$ cat src/rtl/instr_sequencer.sv
// instr_sequencer: fetch/decode/execute control FSM driving program_counter and the SIMD datapath.
// Build option: define SEQ_TIMEOUT_EN to add the EXEC watchdog and sticky err flag.
module instr_sequencer #(
    parameter int OPCODE_LEN  = 4,
    parameter int PC_WIDTH    = 12,
    parameter int TIMEOUT_CYC = 64
) (
    input  logic                  clk,
    input  logic                  rstn,
    input  logic                  start,
    input  logic                  instr_valid,
    input  logic [OPCODE_LEN-1:0] opcode,
    input  logic [PC_WIDTH-1:0]   target,
    input  logic                  zero_flag,
    input  logic                  dp_done,
    output logic                  pc_inc,
    output logic                  pc_load,
    output logic [PC_WIDTH-1:0]   pc_target,
    output logic                  dp_start,
    output logic [OPCODE_LEN-1:0] dp_opcode,
    output logic                  busy,
    output logic                  halted,
    output logic                  err
);

    localparam logic [2:0] S_IDLE   = 3'd0;
    localparam logic [2:0] S_FETCH  = 3'd1;
    localparam logic [2:0] S_DECODE = 3'd2;
    localparam logic [2:0] S_EXEC   = 3'd3;
    localparam logic [2:0] S_HALTED = 3'd4;

    localparam logic [OPCODE_LEN-1:0] OP_NOP  = OPCODE_LEN'(4'h0);
    localparam logic [OPCODE_LEN-1:0] OP_JMP  = OPCODE_LEN'(4'h8);
    localparam logic [OPCODE_LEN-1:0] OP_BEQZ = OPCODE_LEN'(4'h9);
    localparam logic [OPCODE_LEN-1:0] OP_HALT = OPCODE_LEN'(4'hF);

    logic [2:0]            r_state;
    logic [2:0]            w_state_nxt;
    logic [OPCODE_LEN-1:0] r_opcode;
    logic [PC_WIDTH-1:0]   r_target;
    logic                  r_pc_inc;
    logic                  r_pc_load;
    logic [PC_WIDTH-1:0]   r_pc_target;
    logic                  r_dp_start;
    logic [OPCODE_LEN-1:0] r_dp_opcode;

    logic                  w_pc_inc_nxt;
    logic                  w_pc_load_nxt;
    logic [PC_WIDTH-1:0]   w_pc_target_nxt;
    logic                  w_dp_start_nxt;
    logic [OPCODE_LEN-1:0] w_dp_opcode_nxt;

    logic w_capture;
    logic w_is_nop;
    logic w_is_jmp;
    logic w_is_beqz;
    logic w_is_halt;
    logic w_is_vec;
    logic w_timeout;

    assign w_capture = (r_state == S_FETCH) && instr_valid;

    assign w_is_nop  = (r_opcode == OP_NOP);
    assign w_is_jmp  = (r_opcode == OP_JMP);
    assign w_is_beqz = (r_opcode == OP_BEQZ);
    assign w_is_halt = (r_opcode == OP_HALT);
    assign w_is_vec  = !(w_is_nop || w_is_jmp || w_is_beqz || w_is_halt);

`ifdef SEQ_TIMEOUT_EN
    localparam int WD_W = $clog2(TIMEOUT_CYC + 1);

    logic [WD_W-1:0] r_wd_cnt;
    logic            r_err;

    // Counter holds the 1-based EXEC cycle index; a dp_done on the last cycle still wins.
    assign w_timeout = (r_state == S_EXEC) && !dp_done &&
                       (r_wd_cnt == WD_W'(TIMEOUT_CYC));

    always_ff @(posedge clk or negedge rstn) begin
        if (!rstn) begin
            r_wd_cnt <= '0;
            r_err    <= 1'b0;
        end else begin
            if ((r_state == S_DECODE) && w_is_vec) begin
                r_wd_cnt <= WD_W'(1);
            end else if ((r_state == S_EXEC) && !dp_done && !w_timeout) begin
                r_wd_cnt <= r_wd_cnt + WD_W'(1);
            end
            if (w_timeout) begin
                r_err <= 1'b1;
            end
        end
    end

    assign err = r_err;
`else
    assign w_timeout = 1'b0;
    // Without the watchdog err can never be raised.
    assign err = (TIMEOUT_CYC < 0);
`endif

    always_comb begin
        w_state_nxt     = r_state;
        w_pc_inc_nxt    = 1'b0;
        w_pc_load_nxt   = 1'b0;
        w_pc_target_nxt = r_pc_target;
        w_dp_start_nxt  = 1'b0;
        w_dp_opcode_nxt = r_dp_opcode;
        case (r_state)
            S_IDLE, S_HALTED: begin
                if (start) begin
                    w_state_nxt = S_FETCH;
                end
            end
            S_FETCH: begin
                if (instr_valid) begin
                    w_state_nxt = S_DECODE;
                end
            end
            S_DECODE: begin
                w_state_nxt = S_FETCH;
                unique case (1'b1)
                    w_is_nop: begin
                        w_pc_inc_nxt = 1'b1;
                    end
                    w_is_jmp: begin
                        w_pc_load_nxt   = 1'b1;
                        w_pc_target_nxt = r_target;
                    end
                    w_is_beqz: begin
                        if (zero_flag) begin
                            w_pc_load_nxt   = 1'b1;
                            w_pc_target_nxt = r_target;
                        end else begin
                            w_pc_inc_nxt = 1'b1;
                        end
                    end
                    w_is_halt: begin
                        w_state_nxt = S_HALTED;
                    end
                    w_is_vec: begin
                        w_dp_start_nxt  = 1'b1;
                        w_dp_opcode_nxt = r_opcode;
                        w_state_nxt     = S_EXEC;
                    end
                    default: begin
                        w_state_nxt = S_FETCH;
                    end
                endcase
            end
            S_EXEC: begin
                if (dp_done) begin
                    w_pc_inc_nxt = 1'b1;
                    w_state_nxt  = S_FETCH;
                end else if (w_timeout) begin
                    w_state_nxt = S_HALTED;
                end
            end
            default: begin
                w_state_nxt = S_IDLE;
            end
        endcase
    end

    always_ff @(posedge clk or negedge rstn) begin
        if (!rstn) begin
            r_state     <= S_IDLE;
            r_opcode    <= '0;
            r_target    <= '0;
            r_pc_inc    <= 1'b0;
            r_pc_load   <= 1'b0;
            r_pc_target <= '0;
            r_dp_start  <= 1'b0;
            r_dp_opcode <= '0;
        end else begin
            r_state     <= w_state_nxt;
            r_pc_inc    <= w_pc_inc_nxt;
            r_pc_load   <= w_pc_load_nxt;
            r_pc_target <= w_pc_target_nxt;
            r_dp_start  <= w_dp_start_nxt;
            r_dp_opcode <= w_dp_opcode_nxt;
            if (w_capture) begin
                r_opcode <= opcode;
                r_target <= target;
            end
        end
    end

    assign pc_inc    = r_pc_inc;
    assign pc_load   = r_pc_load;
    assign pc_target = r_pc_target;
    assign dp_start  = r_dp_start;
    assign dp_opcode = r_dp_opcode;
    assign busy      = (r_state == S_FETCH) || (r_state == S_DECODE) ||
                       (r_state == S_EXEC);
    assign halted    = (r_state == S_HALTED);

endmodule

$ cat config.mk
export PLATFORM = sky130hd
export DESIGN_NAME = instr_sequencer
export DESIGN_NICKNAME = d
export VERILOG_FILES = /design/src/rtl/instr_sequencer.sv
export SDC_FILE = /design/constraint.sdc
export NUM_CORES = 1
export LEC_CHECK = 0
export CAP_MARGIN = 20
export CELL_PAD_IN_SITES_DETAIL_PLACEMENT = 0
export CELL_PAD_IN_SITES_GLOBAL_PLACEMENT = 1
export CORE_UTILIZATION = 38
export CTS_CLUSTER_DIAMETER = 80
export DETAILED_ROUTE_END_ITERATION = 6
export HOLD_SLACK_MARGIN = 0.03
export PLACE_DENSITY = 0.77
export SYNTH_ARGS = -nofsm -noshare
export SYNTH_HDL_FRONTEND = slang
export SYNTH_SLANG_ARGS = --single-unit
$ cat constraint.sdc
create_clock -name clk -period 2.19 [get_ports clk]
set_clock_uncertainty 0.2 [all_clocks]
set_input_delay 0.5475 -clock clk [delete_from_list [all_inputs] [get_ports clk]]
set_output_delay 0.5475 -clock clk [all_outputs]
set_load 0.05 [all_outputs]
==> run_results.csv, run 1 <==
group,metric,value,unit
outcome,outcome,"complete, no violations",
logic_synthesis,ys_warn_count,0,
worst_setup_path,cp_top_family,"flip-flops",
timing,fmax,482.5,MHz
logic_synthesis,synth_nets,135,
floorplanning,core_area,4086,µm²
route,routed_wl,2.959,mm
pwr,clkPwrFrac,16.9,%
clock_network,clockBufferDepth,2,
timing,fin_tns_setup,0,ps
pwr,switching_power,1.355,mW
global_route,gr-usage-all-layers,15.16,%
pwr,power.internal,2.052,mW
timing,rsz0062_at_grt,"no",
pwr,combPwrFrac,45.8,%
logic_synthesis,ys_seq_elements,38,
logic_synthesis,synth_top_area_share,57.75,%
timing,fin_crit_sh,94.65,%
worst_setup_path,required,1440,ps
worst_setup_path,crit_path_cell_trace,"nor2_1 -> and2_1 -> buf_12",
clock_network,numClockSinks,38,
worst_setup_path,crit_path_end_kind,"output port",
floorplanning,io_pins,44,
route,wire_per_inst,14.09,µm
placed_design,hpwl,2.107,mm
layout,final_core_util,54.41,%
timing,final_hold_viol_count,0,
floorplanning,die_h,67.83,µm
logic_synthesis,synth_area_leaders,"dfrtp_1 58%, mux2_2 14%, mux2_4 8.2%",
route,ant_nets,0,
logic_synthesis,synth_edf_count,0,
layout,nFillCells,340,
timing,period_minus_slack,2073,ps
worst_setup_path,arrival,1330,ps
global_route,grt_pass1_wl,4.974,mm
pwr,swShare,39.76,%
hold_path,hold_class,"in -> async",
global_route,antenna_found_initial,0,
floorplanning,die_area,4600,µm²
clock_network,numCtsBuffers,5,
clock_network,cts.clk_slew.worst_paths,80,ps
pwr,powerDensity,1532,nW/µm²
global_route,grt-ovfl-total,0,
logic_synthesis,async_flop_share,100.0,%
logic_synthesis,synth.yosys.seq_area_share,57.75,%
floorplanning,core.rowCount,23,
clock_network,insertion_delay,290,ps
layout,area_growth,35.03,%
placed_design,place_congestion,0.7838,
timing,slew_headroom,64.55,%
clock_network,post_cts_buffers,0,
layout,antennaDiodeCount,0,
worst_setup_path,cp_max_fo,11,
clock_network,cts.htree.levels,2,
route,via_per_inst,4.957,
placed_design,port_buffers,42,
timing,tightestPinTransition,531.8,ps
logic_synthesis,synth_area_leader_cell,"dfrtp_1",
logic_synthesis,synth_cells,113,
timing,maxSlewViolCount,0,
logic_synthesis,netlist-cell-type-count,30,
route,first_pass_iters,4,
logic_synthesis,ys_top_cells_by_count,"38 x dfrtp_1, 21 x mux2_2, 9 x mux2_4",
floorplanning,initial_core_util,40.29,%
worst_setup_path,critPathBufInv,1,
route,num_vias,1041,
clock_network,cts-root-buf,"clkbuf_8",
global_route,grt_pass1_vias,1039,
layout,nets,181,
layout,final_layout_size_suffix_gt1_share,41.88,%
pwr,ir_worst_vdd,0.7236,mV
route,drt_iter0_drc,31,
worst_setup_path,cpPeakStageDelay,500,ps
worst_setup_path,start_kind,"flip-flop",
logic_synthesis,synth_most_common_cell,"dfrtp_1",
worst_setup_path,path_class,"reg -> out",
logic_synthesis,syn_area_per_cell,14.57,µm²
pwr,seqPwrFrac,37.4,%
worst_setup_path,slowest_stage,"dfrtp_1",
pwr,p_leak,1.042,nW
route,drc,0,
flow_run,drv_cap,0,
timing,finalSetupViolCount,0,
global_route,grt_max_degree,25,
logic_synthesis,synth_flop_cell,"dfrtp_1",
logic_synthesis,syn_area,1647,µm²
clock_network,cts_tree,"built",
floorplanning,dieWidth,67.83,µm
## final timing paths
check,endpoint,startpoint,cells after the start,slack (ps)
min in group clk,pc_target[3],r_target[3],1,300
setup / recovery,halted,r_state[1],3,120
hold reg to reg,pc_target[3],r_target[3],1,300
setup reg to reg,pc_target[6],r_state[1],4,290
max in group asynchronous,r_target[8],rstn,2,1170
hold / removal,r_opcode[2],rstn,1,30
## cell usage in the layout, fill, tap and decap left out, drive strengths merged, types with 2 or more instances in the layout
cell            n
nor2b           2
a22oi           2
clkdlybuf4s50  20
clkbuf          7
nand3b          2
dfrtp          38
nand2b          3
nor2            5
buf            24
o21ai           4
inv             3
mux2           30
o311ai          2
nand2           3
## cell families (layout without fill, tap and decap cells)
kind of cell    after synthesis  count (layout)  synth area share, %
compound gates               14              14                7.599
flops                        38              38                57.75
other cells                   1               1               0.2277
mux                          30              30                22.57
simple gates                 21              21                8.283
buf+inv                       9              56                3.570
## cell type report
class / count / area, µm² / area share [%]
Clock inverter: 1 / 30.03 / 1.351
Inverter: 3 / 11.26 / 0.5065
Timing Repair Buffer: 45 / 440.4 / 19.81
Tap cell: 50 / 62.56 / 2.814
Sequential cell: 38 / 950.9 / 42.77
Multi-Input combinational cell: 66 / 651.9 / 29.32
Clock buffer: 7 / 76.32 / 3.433
## worst reg2reg max path: stages, from the launching register on
cell and delay (ps):
dfrtp_1 540, nor3b_4 380, o2111ai_4 170, buf_12 190, mux2_4 300
## sequential cells by signal, summed over array words and instances (netlist names)
name and count:
pc_load 1, pc_target 12, dp_opcode 4, r_opcode 4
dp_start 1, pc_inc 1, r_target 12, r_state 3
## stage by stage
stage	total power, mW	instance area, µm²	instances	hold slack [ps]	setup WS, ps
floorplan	2.363	1647	113	51.91	227.9
global route	3.611	2223	210	64.52	1.307
finish	3.407	2223	210	25.63	117.3
detailed placement	2.860	2115	202	291.2	-49.01
global placement	2.821	2115	202	286.9	-57.06
CTS	3.448	2221	210	40.97	31.65
## metal layers
| layer | up-vias | global-route usage (%) | wire, µm |
|---|---|---|---|
| met3 | 6 | 6.667 | 252 |
| li1 | 488 | - | - |
| met1 | 511 | 18.03 | 1261 |
| met2 | 36 | 24.26 | 1397 |
| met5 | - | 0 | 0 |
| met4 | 0 | 5.469 | 46 |
## power groups by stage
stage          clock network, mW  logic, mW  registers, mW
6_report                   0.574       1.56           1.27
5_1_grt                    0.633       1.65           1.33
4_1_cts                    0.591       1.58           1.28
3_5_place_dp                   0       1.57           1.29
3_3_place_gp                   0       1.55           1.27
2_1_floorplan                  0      0.642           1.72
## what timing repair did
action | in CTS | in global routing
hold buffers | 0 | 0
endpoints found under the setup margin | 0 | 1
resized for setup | 0 | 1
No activity file was read; power rests on OpenSTA's default activity.
==> run 2, diff against run 1 <==
--- a/config.mk
+++ b/config.mk
@@ -5,6 +5,7 @@
 export SDC_FILE = /design/constraint.sdc
 export NUM_CORES = 1
 export LEC_CHECK = 0
+export ABC_CLOCK_PERIOD_IN_PS = 2190
 export CAP_MARGIN = 20
 export CELL_PAD_IN_SITES_DETAIL_PLACEMENT = 0
 export CELL_PAD_IN_SITES_GLOBAL_PLACEMENT = 1
==> results of run 2 <==
Same layout as run 1: the final DEF is identical, and so are final timing and power.
==> run 3, diff against run 2 <==
--- a/config.mk
+++ b/config.mk
@@ -11,6 +11,7 @@
 export CELL_PAD_IN_SITES_GLOBAL_PLACEMENT = 1
 export CORE_UTILIZATION = 38
 export CTS_CLUSTER_DIAMETER = 80
+export CTS_CLUSTER_SIZE = 12
 export DETAILED_ROUTE_END_ITERATION = 6
 export HOLD_SLACK_MARGIN = 0.03
 export PLACE_DENSITY = 0.77
==> results of run 3 <==
Same layout as run 1: the final DEF is identical, and so are final timing and power.
